[config.mk]
export PLATFORM = sky130hd
export DESIGN_NAME = i2c_cmd_seq
export DESIGN_NICKNAME = d
export VERILOG_FILES = /design/src/rtl/i2c_cmd_seq.sv
export SDC_FILE = /design/constraint.sdc
export NUM_CORES = 1
export LEC_CHECK = 0
export CAP_MARGIN = 10
export CORE_MARGIN = 10
export CORE_UTILIZATION = 46
export DETAILED_ROUTE_END_ITERATION = 10
export GPL_TIMING_DRIVEN = 0
export PLACE_DENSITY_LB_ADDON = 0.12
export SYNTH_ARGS = -nofsm -noshare
export SYNTH_HDL_FRONTEND = slang
export SYNTH_SLANG_ARGS = --single-unit
[constraint.sdc]
create_clock -name clk -period 3.1 [get_ports clk]
set_clock_uncertainty 0.05 [all_clocks]
set_input_delay 0.31 -clock clk [delete_from_list [all_inputs] [get_ports clk]]
set_output_delay 0.31 -clock clk [all_outputs]
set_load 0.005 [all_outputs]
[src/rtl/i2c_cmd_seq.sv]
// Command sequencer that turns one I2C command into a fixed series of register
// writes, a timed wait, an optional read-back and a one-cycle response pulse.
// Optional transaction counter enabled by defining I2C_CMD_SEQ_TXN_COUNT_EN.
module i2c_cmd_seq #(
  parameter int WAIT_CYCLES = 150
) (
  input  logic        clk,
  input  logic        rst,
  input  logic        cmd_valid,
  output logic        cmd_ready,
  input  logic [6:0]  cmd_slave_addr,
  input  logic        cmd_rw,
  input  logic [7:0]  cmd_reg_addr,
  input  logic [31:0] cmd_wdata,
  output logic [2:0]  address,
  output logic [31:0] write_data,
  output logic        we,
  output logic        re,
  input  logic [31:0] read_data,
  output logic        rsp_valid,
  output logic        rsp_rw,
  output logic [31:0] rsp_rdata,
  output logic        busy,
  output logic [15:0] txn_count
);

  typedef enum logic [3:0] {
    IDLE, W_SADDR, W_RW, W_RADDR, W_DATA, START, CLR, WAIT, RD_REQ, RD_CAP, RESP
  } state_t;

  localparam logic [15:0] WAIT_LOAD = 16'(WAIT_CYCLES - 1);

  state_t      state, state_nxt;
  logic [15:0] wait_cnt;
  logic        accept;
  logic [6:0]  slave_q;
  logic        rw_q;
  logic [7:0]  reg_q;
  logic [31:0] wdata_q;
  logic [2:0]  addr_d;
  logic [31:0] wdata_d;
  logic        we_d, re_d;

  // cmd_ready is only ever high in IDLE, so this is the handshake edge
  assign accept = cmd_valid && cmd_ready;

  always_comb begin
    state_nxt = state;
    addr_d    = 3'd0;
    wdata_d   = 32'd0;
    we_d      = 1'b0;
    re_d      = 1'b0;
    case (state)
      IDLE:    if (accept) state_nxt = W_SADDR;
      W_SADDR: state_nxt = W_RW;
      W_RW:    state_nxt = W_RADDR;
      W_RADDR: state_nxt = W_DATA;
      W_DATA:  state_nxt = START;
      START:   state_nxt = CLR;
      CLR:     state_nxt = WAIT;
      WAIT:    if (wait_cnt == 16'd0) state_nxt = rw_q ? RD_REQ : RESP;
      RD_REQ:  state_nxt = RD_CAP;
      RD_CAP:  state_nxt = RESP;
      RESP:    state_nxt = IDLE;
      default: state_nxt = IDLE;
    endcase
    // Outputs are decoded from the next state so the registers line up with it;
    // W_SADDR is only entered on the accept edge, before the payload is captured.
    case (state_nxt)
      W_SADDR: begin addr_d = 3'd1; wdata_d = {25'd0, cmd_slave_addr}; we_d = 1'b1; end
      W_RW:    begin addr_d = 3'd2; wdata_d = {31'd0, rw_q};           we_d = 1'b1; end
      W_RADDR: begin addr_d = 3'd3; wdata_d = {24'd0, reg_q};          we_d = 1'b1; end
      W_DATA:  begin addr_d = 3'd4; wdata_d = wdata_q;                 we_d = 1'b1; end
      START:   begin addr_d = 3'd0; wdata_d = 32'd1;                   we_d = 1'b1; end
      CLR:     begin addr_d = 3'd0; wdata_d = 32'd0;                   we_d = 1'b1; end
      RD_REQ, RD_CAP: begin addr_d = 3'd5; re_d = 1'b1; end
      default: ;
    endcase
  end

  always_ff @(posedge clk or posedge rst) begin
    if (rst) begin
      state      <= IDLE;
      wait_cnt   <= 16'd0;
      cmd_ready  <= 1'b1;
      busy       <= 1'b0;
      address    <= 3'd0;
      write_data <= 32'd0;
      we         <= 1'b0;
      re         <= 1'b0;
      rsp_valid  <= 1'b0;
      rsp_rw     <= 1'b0;
      rsp_rdata  <= 32'd0;
    end else begin
      state      <= state_nxt;
      cmd_ready  <= (state_nxt == IDLE);
      busy       <= (state_nxt != IDLE);
      address    <= addr_d;
      write_data <= wdata_d;
      we         <= we_d;
      re         <= re_d;
      rsp_valid  <= (state_nxt == RESP);
      rsp_rw     <= (state_nxt == RESP) && rw_q;
      if (state == CLR)
        wait_cnt <= WAIT_LOAD;
      else if (state == WAIT && wait_cnt != 16'd0)
        wait_cnt <= wait_cnt - 16'd1;
      // Cleared per command so a write always responds with zero data
      if (accept)
        rsp_rdata <= 32'd0;
      else if (state == RD_CAP)
        rsp_rdata <= read_data;
    end
  end

  always_ff @(posedge clk) begin
    if (accept) begin
      slave_q <= cmd_slave_addr;
      rw_q    <= cmd_rw;
      reg_q   <= cmd_reg_addr;
      wdata_q <= cmd_wdata;
    end
  end

`ifdef I2C_CMD_SEQ_TXN_COUNT_EN
  logic [15:0] txn_count_q;

  always_ff @(posedge clk or posedge rst) begin
    if (rst)
      txn_count_q <= 16'd0;
    else if (state == RESP)
      txn_count_q <= txn_count_q + 16'd1;
  end

  assign txn_count = txn_count_q;
`else
  assign txn_count = 16'd0;
`endif

endmodule

==> results of run 1 <==
routing by layer:
metal	vias to the layer above	global-route usage [%]	wire, um
met4	0	7.70	328
met1	1825	17.8	5040
met2	151	25.7	6370
li1	1824	-	-
met5	-	0	0
met3	19	7.83	1350
final timing paths:
kind / startpoint / end / slack, ns / cells after the start
max reg2reg: wait_cnt[0] / wait_cnt[9] / 0.84 / 9
min: rst / write_data[22] / 0.26 / 2
max in group asynchronous: rst / cmd_ready / 2.05 / 3
min in group clk: read_data[11] / rsp_rdata[11] / 0.39 / 3
min reg2reg: wdata_q[24] / write_data[24] / 0.39 / 1
max: wait_cnt[0] / wait_cnt[9] / 0.84 / 9
cell type report:
type                            instances  area (um2)  share of cell area (%)
Multi-Input combinational cell        267        1460                    18.9
Timing Repair Buffer                  157        1600                    20.8
Inverter                               13        51.3                   0.667
Clock inverter                         14         199                    2.59
Sequential cell                       134        3560                    46.3
Clock buffer                           18         439                    5.71
Buffer                                 36         211                    2.75
Tap cell                              140         175                    2.28
kinds of logic after synthesis:
| family | Yosys count | synth area share [%] |
|---|---|---|
| adder cells (fa/ha/maj) | 1 | 0.240 |
| other | 1 | 0.0719 |
| XOR/XNOR | 13 | 2.18 |
| multiplexers | 1 | 0.192 |
| flip-flops | 134 | 68.2 |
| AO/OA/AOI/OAI | 57 | 6.76 |
| buffers and inverters | 49 | 4.96 |
| AND/OR/NAND/NOR | 179 | 17.4 |
sequential cells by signal (all words and copies together), names as in the netlist:
name        count
write_data     32
re              1
rsp_rdata      32
rw_q            1
reg_q           8
address         3
we              1
wdata_q        32
rsp_valid       1
cmd_ready       1
rsp_rw          1
busy            1
state           4
wait_cnt       16
power groups by stage:
stage               combinational, mW  clock, mW  sequential (mW)
floorplan                      0.0369          0             1.86
global placement                0.146          0             1.86
detailed placement              0.153          0             1.86
CTS                             0.154       2.16             1.82
global route                    0.167       2.25             1.82
finish                          0.153       2.14             1.82
cells in the mapped netlist, types with 3 or more instances:
cell      count
nor2_1       28
a222oi_1      6
nor3_1        5
xnor2_1       5
nor4_1        4
edfxtp_1     41
buf_2         3
nand2_1      84
a21oi_1      35
o21ai_0       4
and2_1       27
nor2b_1       3
dfrtp_1      92
xor2_1        8
buf_4        17
inv_1        13
nand3b_1      3
clkbuf_1     15
nand2b_1      3
critical path: cells and delay by family (launching register included):
family / cells / cell delay (ns)
AND/OR/NAND/NOR: 5 / 1.09
flip-flops: 1 / 0.41
adder cells (fa/ha/maj): 1 / 0.21
buffers and inverters: 2 / 0.20
XOR/XNOR: 1 / 0.17
stage by stage:
step                setup TNS, ns  total power, mW  setup WS, ns
finish                          0             4.11         0.842
floorplan                       0             1.89         0.321
global placement          -132.09             2.00         -1.13
detailed placement              0             2.01         0.582
global route                    0             4.24         0.620
CTS                             0             4.14         0.848
==> results.toml, run 1 <==
[global_routing]
grt_max_degree = 56
grt_pass1_vias = 3902
gr-total-overflow = 0
grt_pass1_wl_um = 20600
grt_usage_pct = 16.1
antenna_found_initial = 0

[clock_tree]
ctsHtreeMaxLevel = 4
clk_pin_slew_worst_paths_ns = 0.06
clock_latency_ns = 0.41
postCtsSetupBuffers = 0
clock_path_buffers = 2
cts_buffers = 17
cts_resized = 0
cts_tree = "done"
cts_sinks = 134
clock-root-buffer = "clkbuf_16"
cts_hold_buf = 0

[routing]
routedWlPerCell_um = 16.8
vias = 3819
avgViaCountPerCell = 4.90
drt_iter0_drc = 220
antenna_left = 0
drc = 0
postRouteWirelength_um = 13100
first_pass_iters = 8

[synth]
synth_edf_count = 41
netlist_instances = 435
yosysSeqAreaShare_pct = 68.2
ys.flop_type = "dfrtp_1"
synthTopCellsByArea = "dfrtp_1 (44%), edfxtp_1 (24%), nand2_1 (6.0%)"
synth_top_area_share_pct = 44.1
syn_area_um2 = 5220
avgSynthCellArea_um2 = 12.0
synth_seq_cells = 134
ys_warn_count = 0
synthDistinctLibCells = 54
synth_area_leader_cell = "dfrtp_1"
synthArstFlopShare_pct = 69.4

[sta]
drv_slew = 0
tightest_slew_ns = 0.631
fin_crit_sh_pct = 72.8
hold_ws_ns = 0.261
relSlewSlack_pct = 57.8
hold_viol_final = 0
rsz0062_at_grt = "false"
setup_viol = 0
layout_min_cycle_time_ns = 2.26
max_freq_ghz = 0.443

[power_and_ir_drop]
power.switching_uw = 807
p_seq_share_pct = 44.4
p_int_mw = 3.31
switching_share_pct = 19.6
comb_power_share_pct = 3.7
power.density_nw_per_um2 = 535
p_leak_nw = 3.32
ir_drop_v = 0.000452
pwr-share-clk_pct = 51.9

[setup_path]
required_ns = 3.33
critical_path_arrival_ns = 2.49
crit_slowest_cell = "dfrtp_1"
crit_path_max_fanout = 7
crit_path_cell_trace = "inv_1 > ha_1 > nor3b_2 > and4_1 > buf_6 > or3_4 > nor4_1 > xnor2_1 > nor2_1"
end_kind = "flip-flop"
crit_path_start_kind = "flip-flop"
worstSetupPathType = "reg2reg"
max_stage_delay_ns = 0.41

[die]
die-area_um2 = 16000
coreArea_um2 = 11000
row_count = 38
die_h_um = 127
io_pins = 172
initial_utilization_pct = 47.5
die_w_um = 127

[layout]
instances_no_fill = 779
most-common-layout-cells = "clkdlybuf4s50_1 (155), dfrtp_1 (92), nand2_1 (84)"
fin_area_um2 = 7690
drive_above_1_share_pct = 10.8
fillers = 838
antennaDiodeCount = 0
final_util_pct = 70.0
syn_to_final_growth_pct = 47.4
final_common_cell = "clkdlybuf4s50_1"
fin_nets = 710

[placed_design]
globalplace.congestion = 0.845
placed_cells = 747
portBuffers = 155
dp_hpwl_um = 9700
dpl_cell_area_um2 = 7050

[run_status]
status = "finished clean"

[worst_hold_path]
min-delay-path-class = "in2async"

[run]
maxCapViolations = 0
(Power assumes the default switching activity.)
==> run 2, diff against run 1 <==
Clock period 3.1 ns to 2.1 ns, I/O delays scaled along.
==> results.toml, run 2 (synthesis gave the netlist of run 1 again) <==
[layout]
reg.largest.list = "rsp_rdata (32), wdata_q (32), write_data (32)"
drive_above_1_share_pct = 13.0
fillers = 793
most-common-layout-cells = "clkdlybuf4s50_1 (155), dfrtp_1 (92), nand2_1 (84)"
antennaDiodeCount = 0
final_common_cell = "clkdlybuf4s50_1"
fin_area_um2 = 7740
syn_to_final_growth_pct = 48.3
fin_nets = 717
multi_input_area_um2 = 1520
seqCellArea_um2 = 3560

[global_routing]
antenna_found_initial = 0
grt_usage_pct = 16.4
gr-total-overflow = 0
grt_max_degree = 51
grt_pass1_vias = 3928
grt_pass1_wl_um = 20900

[setup_path]
worstRegToRegCells = 8
crit_slowest_cell = "dfrtp_1"
ff2ff_setup_slack_ns = -0.01
max_stage_delay_ns = 0.39
critical_path_arrival_ns = 2.34
crit_path_cell_trace = "inv_1 > ha_2 > nor3b_4 > nand3b_1 > nor3_4 > nor2_2 > or2_1 > or3_1"
path_buf_inv = 1
cp_top_family = "simple AND/OR/NAND/NOR gates"
worstSetupPathType = "reg2reg"
crit_path_max_fanout = 5
crit_path_start_kind = "flip-flop"
r2r_end = "busy"
r2r_start = "wait_cnt[1]"
required_ns = 2.33
end_kind = "flip-flop"

[sta]
setup_viol = 1
tightest_slew_ns = 0.570
rsz0062_at_grt = "true"
fin_crit_sh_pct = 100
hold_viol_final = 0
drv_slew = 0
relSlewSlack_pct = 61.8
layout_min_cycle_time_ns = 2.11
fin_ws_ns = -0.0104
tns_ns = -0.0104
hold_ws_ns = 0.0714
max_freq_ghz = 0.474

[power_and_ir_drop]
power.switching_mw = 1.12
ir_drop_v = 0.000438
p_leak_nw = 3.33
pwr-share-clk_pct = 49.1
p_int_mw = 4.62
p_seq_share_pct = 47.0
power_mw = 5.74
power.density_nw_per_um2 = 741
switching_share_pct = 19.5
comb_power_share_pct = 4.0

[die]
die-area_um2 = 16000
die_w_um = 127
die_h_um = 127
io_pins = 172
coreArea_um2 = 11000
initial_utilization_pct = 47.5
row_count = 38

[run_status]
violations = "setup timing"
status = "finished with violations"

[routing]
first_pass_iters = 4
drt_iter0_drc = 252
drc = 0
antenna_left = 0
postRouteWirelength_um = 13400
avgViaCountPerCell = 4.87
routedWlPerCell_um = 17.0
vias = 3831

[clock_tree]
clk_pin_slew_worst_paths_ns = 0.06
cts_hold_buf = 0
cts_sinks = 134
cts_buffers = 17
cts_tree = "done"
clock_path_buffers = 2
clock_latency_ns = 0.41
clock-root-buffer = "clkbuf_16"
ctsHtreeMaxLevel = 4

[run]
maxCapViolations = 0

[placed_design]
dpl_cell_area_um2 = 7050
globalplace.congestion = 0.845
preCtsSetupSlack_ns = -0.580
dp_hpwl_um = 9490
portBuffers = 155

[worst_hold_path]
min-delay-path-class = "in2async"
run 2: cell count changes in the layout (fill, tap and decap cells not counted), sizes merged:
cell,delta
buf,+5
bufinv,-2
clkinv,+1
inv,-3
clkbuf,+6
run 2: metal layers:
metal | up-vias | global-route usage, % | share of wire (%) | wire length (um)
met5 | - | 0 | 0 | 0
met4 | 0 | 5.89 | 1.3 | 178
met2 | 144 | 26.1 | 49 | 6580
li1 | 1834 | - | - | -
met3 | 15 | 8.75 | 10 | 1400
met1 | 1838 | 18.3 | 39 | 5230
run 2: worst max-delay path by stage:
| stage | start | cells past startpoint | slack, ns | end |
|---|---|---|---|---|
| after floorplan | wait_cnt[0] | 9 | 0.05 | wait_cnt[9] |
| after global placement | cmd_valid | 4 | -0.58 | wdata_q[31] |
| after detailed placement | cmd_valid | 4 | -0.58 | wdata_q[24] |
| after CTS | wait_cnt[7] | 6 | 0.02 | busy |
| after global routing | wait_cnt[1] | 8 | -0.12 | busy |
| final | wait_cnt[1] | 8 | -0.01 | busy |
run 2: timing repair:
| item | in CTS | in global routing |
|---|---|---|
| hold endpoints to repair | 0 | 0 |
| endpoints found under the setup margin | 53 | 42 |
| buffers inserted | 1 | 6 |
| gates resized for setup | 7 | 17 |
| pin swaps | 2 | 5 |
run 2: metrics by stage:
stage	cells	util, %
final	786	70.5
after global routing	786	70.5
after CTS	780	69.7
after detailed placement	747	64.2
after global placement	745	63.8
after floorplan	450	-
run 2: power groups by stage:
stage / registers, mW / logic [mW] / clock network, mW
2_1_floorplan: 2.74 / 0.0549 / 0
3_3_place_gp: 2.74 / 0.215 / 0
3_5_place_dp: 2.74 / 0.228 / 0
4_1_cts: 2.69 / 0.230 / 2.86
5_1_grt: 2.69 / 0.250 / 2.98
6_report: 2.69 / 0.228 / 2.81
run 2: area by class of cell:
class	instances	share of cell area, %
Buffer	36	2.97
Clock buffer	22	5.87
Clock inverter	10	1.37
Inverter	13	0.679
Multi-Input combinational cell	267	19.6
Sequential cell	134	46.0
Tap cell	140	2.26
Timing Repair Buffer	164	21.2
==> run 3, diff against run 2 <==
Settings changed: CTS_CLUSTER_DIAMETER set to 50, SETUP_SLACK_MARGIN set to 0.2.
==> results.toml, run 3 (synthesis gave the netlist of run 1 again) <==
[setup_path]
ff2ff_setup_slack_ns = -0.01
r2r_start = "wait_cnt[0]"
end_kind = "flip-flop"
required_ns = 2.33
crit_path_start_kind = "flip-flop"
r2r_end = "wait_cnt[9]"
worstSetupPathType = "reg2reg"
crit_path_max_fanout = 3
crit_path_end = "wait_cnt[9]"
critical_path_arrival_ns = 2.34
worstRegToRegCells = 7
crit_start = "wait_cnt[0]"

[routing]
drt_iter0_drc = 222
avgViaCountPerCell = 4.92
vias = 3958
antenna_left = 0
drc = 0
postRouteWirelength_um = 14400
routedWlPerCell_um = 17.9
first_pass_iters = 4

[power_and_ir_drop]
p_seq_share_pct = 47.1
power.switching_mw = 1.20
ir_drop_v = 0.000552
p_leak_nw = 3.49
power_mw = 5.72
pwr-share-clk_pct = 48.9
comb_power_share_pct = 4.0
switching_share_pct = 21.0
p_int_mw = 4.52
power.density_nw_per_um2 = 707

[layout]
fin_nets = 736
syn_to_final_growth_pct = 55.0
reg.largest.list = "rsp_rdata (32), wdata_q (32), write_data (32)"
antennaDiodeCount = 0
final_common_cell = "clkdlybuf4s50_1"
fin_area_um2 = 8090
fillers = 711
most-common-layout-cells = "clkdlybuf4s50_1 (155), dfrtp_1 (90), nand2_1 (79)"
drive_above_1_share_pct = 20.5
instances_no_fill = 805

[global_routing]
grt_usage_pct = 16.7
antenna_found_initial = 0
grt_pass1_vias = 4039
gr-total-overflow = 0
grt_max_degree = 51
grt_pass1_wl_um = 21500

[die]
row_count = 38
io_pins = 172
die_h_um = 127
coreArea_um2 = 11000
initial_utilization_pct = 47.5
die_w_um = 127
die-area_um2 = 16000

[sta]
rsz0062_at_grt = "true"
setup_viol = 1
fin_crit_sh_pct = 100
relSlewSlack_pct = 58.8
max_freq_ghz = 0.474
fin_ws_ns = -0.00974
hold_viol_final = 0
layout_min_cycle_time_ns = 2.11
drv_slew = 0
tightest_slew_ns = 0.616

[placed_design]
portBuffers = 155
placed_cells = 747
dp_hpwl_um = 9830
dpl_cell_area_um2 = 7080
globalplace.congestion = 0.825
preCtsSetupSlack_ns = -0.265

[run]
maxCapViolations = 0

[clock_tree]
cts_sinks = 134
cts_hold_buf = 0
cts_buffers = 17
clock_path_buffers = 2
clock_latency_ns = 0.41
clk_pin_slew_worst_paths_ns = 0.06
clock-root-buffer = "clkbuf_16"
cts_tree = "done"
ctsHtreeMaxLevel = 4

[worst_hold_path]
min-delay-path-class = "in2async"

[run_status]
violations = "setup timing"
status = "finished with violations"
[run 3: changes by cell type in the layout (fill, tap and decap cells not counted), sizes merged]
cell	delta
buf	+22
clkbuf	-7
clkinvlp	+2
inv	+2
bufinv	-1
clkinv	+1
[run 3: layout make-up]
class / instances / area (um2) / share of cell area [%]
tap: 140 / 175 / 2.17
sequential: 134 / 3560 / 44.0
clock inverter: 14 / 128 / 1.58
inverter: 13 / 52.6 / 0.650
buffer: 36 / 246 / 3.05
multi-input combinational: 267 / 1680 / 20.8
timing repair buffer: 183 / 1810 / 22.3
clock buffer: 18 / 439 / 5.43
[run 3: how the worst min path moves through the flow]
| stage | start | endpoint | slack, ns | cells past startpoint |
|---|---|---|---|---|
| after detailed placement | wdata_q[26] | write_data[26] | 0.38 | 1 |
| final | rst | rsp_rdata[7] | 0.19 | 2 |
| after global routing | rst | rsp_rdata[10] | 0.23 | 2 |
| after CTS | rst | rsp_rdata[7] | 0.20 | 2 |
| after floorplan | cmd_reg_addr[0] | reg_q[0] | 0.26 | 0 |
| after global placement | wdata_q[21] | write_data[21] | 0.38 | 1 |
[run 3: what timing repair did]
item	4_1_cts	5_1_grt
pin swaps	9	12
gates cloned	0	0
setup buffers	14	12
endpoints found under the setup margin	97	103
resized for setup	21	49
[run 3: stage by stage]
stage,util [%],TNS (ns),hold WS [ns]
6_report,73.7,-0.00974,0.187
5_1_grt,73.7,-0.242,0.232
4_1_cts,71.3,0,0.199
3_5_place_dp,64.4,-12.19,0.384
3_3_place_gp,64.1,-31.07,0.378
2_1_floorplan,-,0,0.259
[run 3: worst max-delay path, cell delays in order (launching register included)]
cell and delay, ns:
dfrtp_1 0.39, buf_4 0.15, nor4_2 0.41, nand2_1 0.21, or3_4 0.41, nor4_4 0.15, xnor2_1 0.15, nor2_1 0.06
[run 3: layer usage]
metal / global-route usage (%) / vias up / share of wire, %
li1: - / 1883 / -
met1: 18.4 / 1905 / 38
met2: 28.0 / 146 / 52
met3: 7.66 / 24 / 9.1
met4: 5.76 / 0 / 1.7
met5: 0 / - / 0
[run 3: power by group through the flow]
stage / registers (mW) / logic [mW] / clock network, mW
2_1_floorplan: 2.74 / 0.0549 / 0
3_3_place_gp: 2.74 / 0.216 / 0
5_1_grt: 2.69 / 0.248 / 2.96
4_1_cts: 2.69 / 0.230 / 2.84
6_report: 2.69 / 0.228 / 2.80
3_5_place_dp: 2.74 / 0.229 / 0
==> RTL change 1: new RTL, config.mk and constraints of run 2 <==
Re-encode `state_t` (11 states) as one-hot, 11 bits wide.
--- a/src/rtl/i2c_cmd_seq.sv
+++ b/src/rtl/i2c_cmd_seq.sv
@@ -25,6 +25,6 @@
 );
 
-  typedef enum logic [3:0] {
-    IDLE, W_SADDR, W_RW, W_RADDR, W_DATA, START, CLR, WAIT, RD_REQ, RD_CAP, RESP
+  typedef enum logic [10:0] {
+    IDLE = 11'b00000000001, W_SADDR = 11'b00000000010, W_RW = 11'b00000000100, W_RADDR = 11'b00000001000, W_DATA = 11'b00000010000, START = 11'b00000100000, CLR = 11'b00001000000, WAIT = 11'b00010000000, RD_REQ = 11'b00100000000, RD_CAP = 11'b01000000000, RESP = 11'b10000000000
   } state_t;
 
Check against the original RTL: no difference found for any inputs over 10 cycles, from zero or initial values and one cycle with rst high; not proved beyond that.
==> RTL change 1 against run 2 <==
- core utilization down 0.96 points
- setup slack gained 0.033 ns
- area after synthesis up 9.5%
- sequential cell count is 7 higher
- count of clock-buffer cells in the layout is 2 lower
- final area grew 8.8%
- routed wire length up 13%
Power is not compared: it rests on default switching activity, and its combinational part moved more than twofold at a synthesized area within 25%.
==> RTL change 1: results (changes against run 2) <==
Result of the run: completed
Endpoint of the worst register-to-register path: wait_cnt[8]$_DFFE_PP0P_
Placed wire-length estimate after detailed placement: 10900 µm (+15%)
Fmax: 481 MHz (+1.6%)
DP Worst Slack: -0.744 ns (-0.165 ns)
Nets@finish: 767 (+7.0%)
Least-Margin Pin Slew: 0.655 ns (+0.0842 ns)
Leakage Power: 0.00361 µW
Kind of cell adding the most delay to the critical path: simple AND/OR/NAND/NOR gates
Post-route worst hold slack: 0.188 ns (+0.117 ns)
H-tree levels: 4 (unchanged)
Cell total after placement: 821 (+9.9%)
Synth async-reset ratio: 0.709 (+0.0152)
Peak ir drop on the vdd network: 0.000634 V
Vias in the first global route: 4469 (+14%)
TritonCTS buffer count: 17 (unchanged)
Worst setup path category: reg -> reg
Number of unique standard cell types used by synthesis: 60 (+11%)
Global-route wire length before repair: 24200 µm (+16%)
Area share of the leading cell type in the synthesized netlist: 0.429 (-0.0120)
Placer Congestion: 0.854 (+1.0%)
Post-route non-filler standard cell count: 864 (+9.9%)
Worst setup startpoint: wait_cnt[1]$_DFFE_PP0P_
Number of port buffers: 155 (unchanged)
Initial DRC Count: 212 (-16%)
Critical-path maximum fanout: 5 (unchanged)
Avg Cell Area, Syn: 11.9 µm² (-0.98%)
Synth top cells by count: dfrtp_1, nand2_1, edfxtp_1
Global routing usage summed across all routing layers: 0.176 (+0.0118)
Final Power: 7440 µW
Worst path arrival time: 2.37 ns (+0.03 ns)
Internal power contribution: 5550 µW
Share of layout cells above drive strength 1: 0.162 (+0.0323)
Leading cell types by total area after synthesis: dfrtp_1, edfxtp_1, nand2_1
Worst R2R Path Depth: 6 (-2)
Number of warnings reported in the yosys synthesis log: 0 (unchanged)
Post-detailed-route via-to-cell ratio: 4.98 (+2.2%)
Post-detailed-placement cell area: 7580 µm² (+7.5%)
CP max stage delay: 0.48 ns (+0.09 ns)
Wire length reported by the detailed router: 15200 µm (+13%)
Fill cell count: 903 (+14%)
Sequential element share of the synthesized area: 0.654 (-0.0283)
Slowest library cell on the worst path: or4_4
## RTL change 1: cell types whose count changed after synthesis, sizes merged, moves of 7 or more
cell,change
mux2i,+7
nor2,-7
or4,+9
nand4,+7
nand2b,+7
a221o,+7
## RTL change 1: cell families after synthesis
group / Yosys count / share of synthesized area
AO/OA/AOI/OAI: 65 / 0.0727
XOR/XNOR: 3 / 0.00460
adder cells (fa/ha/maj): 1 / 0.00219
multiplexers: 9 / 0.0160
flip-flops: 141 / 0.654
buffers and inverters: 48 / 0.0455
AND/OR/NAND/NOR: 213 / 0.205
other: 1 / 0.000656
## RTL change 1: what timing repair did
item | CTS | global route
pin swaps | 7 | 12
gates cloned | 0 | 1
setup endpoints to repair | 125 | 123
setup buffers | 6 | 8
resized for setup | 19 | 23
## RTL change 1: final cells by class
class,instances,area (µm²),area share
clock buffer,20,447,0.0530
timing repair buffer,172,1710,0.203
sequential,141,3740,0.444
inverter,8,33.8,0.00401
clock inverter,12,119,0.0141
buffer,36,256,0.0305
multi-input combinational,307,1910,0.227
tap,168,210,0.0250
## RTL change 1: stage by stage
| step | utilization | setup TNS [ns] |
|---|---|---|
| 2_1_floorplan | - | 0 |
| 3_3_place_gp | 0.622 | -76.75 |
| 3_5_place_dp | 0.626 | -46.90 |
| 4_1_cts | 0.683 | 0 |
| 5_1_grt | 0.695 | -0.136 |
| 6_report | 0.695 | 0 |
## RTL change 1: layer usage
metal  GRT usage  part of all wire  vias up  wire length [µm]
met1       0.205              0.42     2064              6390
met5           0                 0        -                 0
li1            -                 -     2071                 -
met3      0.0667             0.071       23              1070
met4      0.0686             0.020        0               299
met2       0.286              0.49      147              7420
==> RTL change 2: new RTL, settings of run 2 <==
Made on the original files. Build with the macro `I2C_CMD_SEQ_TXN_COUNT_EN` defined.
--- a/src/rtl/i2c_cmd_seq.sv
+++ b/src/rtl/i2c_cmd_seq.sv
@@ -2,4 +2,6 @@
 // writes, a timed wait, an optional read-back and a one-cycle response pulse.
 // Optional transaction counter enabled by defining I2C_CMD_SEQ_TXN_COUNT_EN.
+`define I2C_CMD_SEQ_TXN_COUNT_EN
+
 module i2c_cmd_seq #(
   parameter int WAIT_CYCLES = 150
Check against the original RTL: no difference found for any inputs over 10 cycles, from zero or initial values and one cycle with rst high; that may be too few to reach the edited logic, so the function may still have changed.
==> RTL change 2 against run 2 <==
- the flow still finishes with violations (setup timing)
- setup slack worse by 0.083 ns
- non-clock buffer count increased by 11
- first-iteration DRC count increased by 14%
- die area increased by 11%
- power grew 12%
- routed wire length grew 16%
- final area increased by 12%
- area after synthesis up 13%
- sequential cell count increased by 16
- global-route usage increased by 1.1 points
==> RTL change 2: results (changes against run 2) <==
Average wire per standard cell: 17.7 µm (+3.9%)
Nets@finish: 778 (+8.5%)
Least-Margin Pin Slew: 0.791 ns (+0.221 ns)
Synth async-reset ratio: 0.727 (+0.0326)
Slowest library cell on the worst path: or4_4
Fill cell count: 915 (+15%)
Clock group: 3090 µW (+10%)
Worst setup slack after layout: -0.0932 ns (-0.0828 ns)
Post-detailed-route via-to-cell ratio: 5.14 (+5.5%)
Met3 track demand over resource in global routing: 0.0865 (-0.000997)
Routing usage on met2: 0.289 (+0.0276)
Count of endpoints failing setup in the final report: 9 (+8)
Wire length reported by the detailed router: 15500 µm (+16%)
Violations in the final reports: setup timing
Leakage Power: 0.00363 µW (+9.1%)
Share of layout cells above drive strength 1: 0.109 (-0.0210)
Leading cell types by total area after synthesis: dfrtp_1, edfxtp_1, nand2_1
Avg Cell Area, Syn: 12.0 µm² (+0.25%)
Power in combinational cells: 315 µW (+38%)
Post-detailed-placement cell area: 7900 µm² (+12%)
Met1 track demand over resource in global routing: 0.182 (-0.000612)
CP max stage delay: 0.57 ns (+0.18 ns)
Adder-cell share of the synthesized area: 0.00425 (+0.00185)
Syn-to-layout area delta: 47.5%
Cell total after placement: 836 (+12%)
Setup TNS Final: -0.385 ns (-0.375 ns)
Area fraction in compound gates after synthesis: 0.0847 (+0.0171)
Xor/xnor share of the synthesized area: 0.0238 (+0.00196)
Clock power frac: 0.479 (-0.012)
Worst path arrival time: 2.45 ns (+0.11 ns)
Placer Congestion: 0.823 (-2.6%)
Synth top cells by count: dfrtp_1, nand2_1, edfxtp_1
Global-route wire length before repair: 24600 µm (+18%)
Number of port buffers: 171 (+10%)
Post-synthesis mux area share: 0.0221 (+0.0202)
Peak ir drop on the vdd network: 0.000512 V (+17%)
Initial DRC Count: 288 (+14%)
Result of the run: finished, violations left
Share of total power consumed by net switching: 0.206 (+0.0114)
Global routing usage summed across all routing layers: 0.175 (+0.0113)
-- RTL change 2: cell count changes after synthesis, moves of 7 or more --
cell,change
buf_4,-17
dfrtp_1,+16
mux2i_1,+12
clkbuf_1,+10
nor2_1,-13
xnor2_1,+7
-- RTL change 2: worst register-to-register path, cell delays in order, from the launching register on --
cell,delay [ns]
dfrtp_1,0.38
or4_4,0.57
buf_6,0.14
nor4_4,0.29
buf_4,0.19
a41oi_4,0.13
a221o_1,0.33
-- RTL change 2: timing repair --
action	in CTS	in global routing
gates resized for setup	8	29
setup endpoints to repair	100	66
pin swaps	4	7
setup buffers	4	8
-- RTL change 2: routing by layer --
| layer | wire [µm] | part of all wire |
|---|---|---|
| met5 | 0 | 0 |
| met4 | 468 | 0.030 |
| met3 | 1470 | 0.095 |
| met2 | 7810 | 0.50 |
| met1 | 5790 | 0.37 |
-- RTL change 2: path summary, 6_finish.rpt --
path                       slack (ns)                         to               startpoint
hold / removal                   0.11  rsp_rdata[27]$_DFFE_PP0P_                      rst
setup reg to reg                -0.09    write_data[0]$_DFF_PP0_  wait_cnt[5]$_DFFE_PP0P_
min in group clk                 0.28  rsp_rdata[29]$_DFFE_PP0P_            read_data[29]
hold reg to reg                  0.39   write_data[15]$_DFF_PP0_    wdata_q[15]$_DFFE_PP_
setup / recovery                -0.09    write_data[0]$_DFF_PP0_  wait_cnt[5]$_DFFE_PP0P_
max in group asynchronous        1.04        cmd_ready$_DFF_PP1_                      rst
-- RTL change 2: cell type report --
class / instances / share of cell area
timing repair buffer: 186 / 0.216
sequential: 150 / 0.456
clock buffer: 18 / 0.0494
buffer: 25 / 0.0131
clock inverter: 14 / 0.0203
tap: 172 / 0.0248
inverter: 15 / 0.00691
multi-input combinational: 298 / 0.214
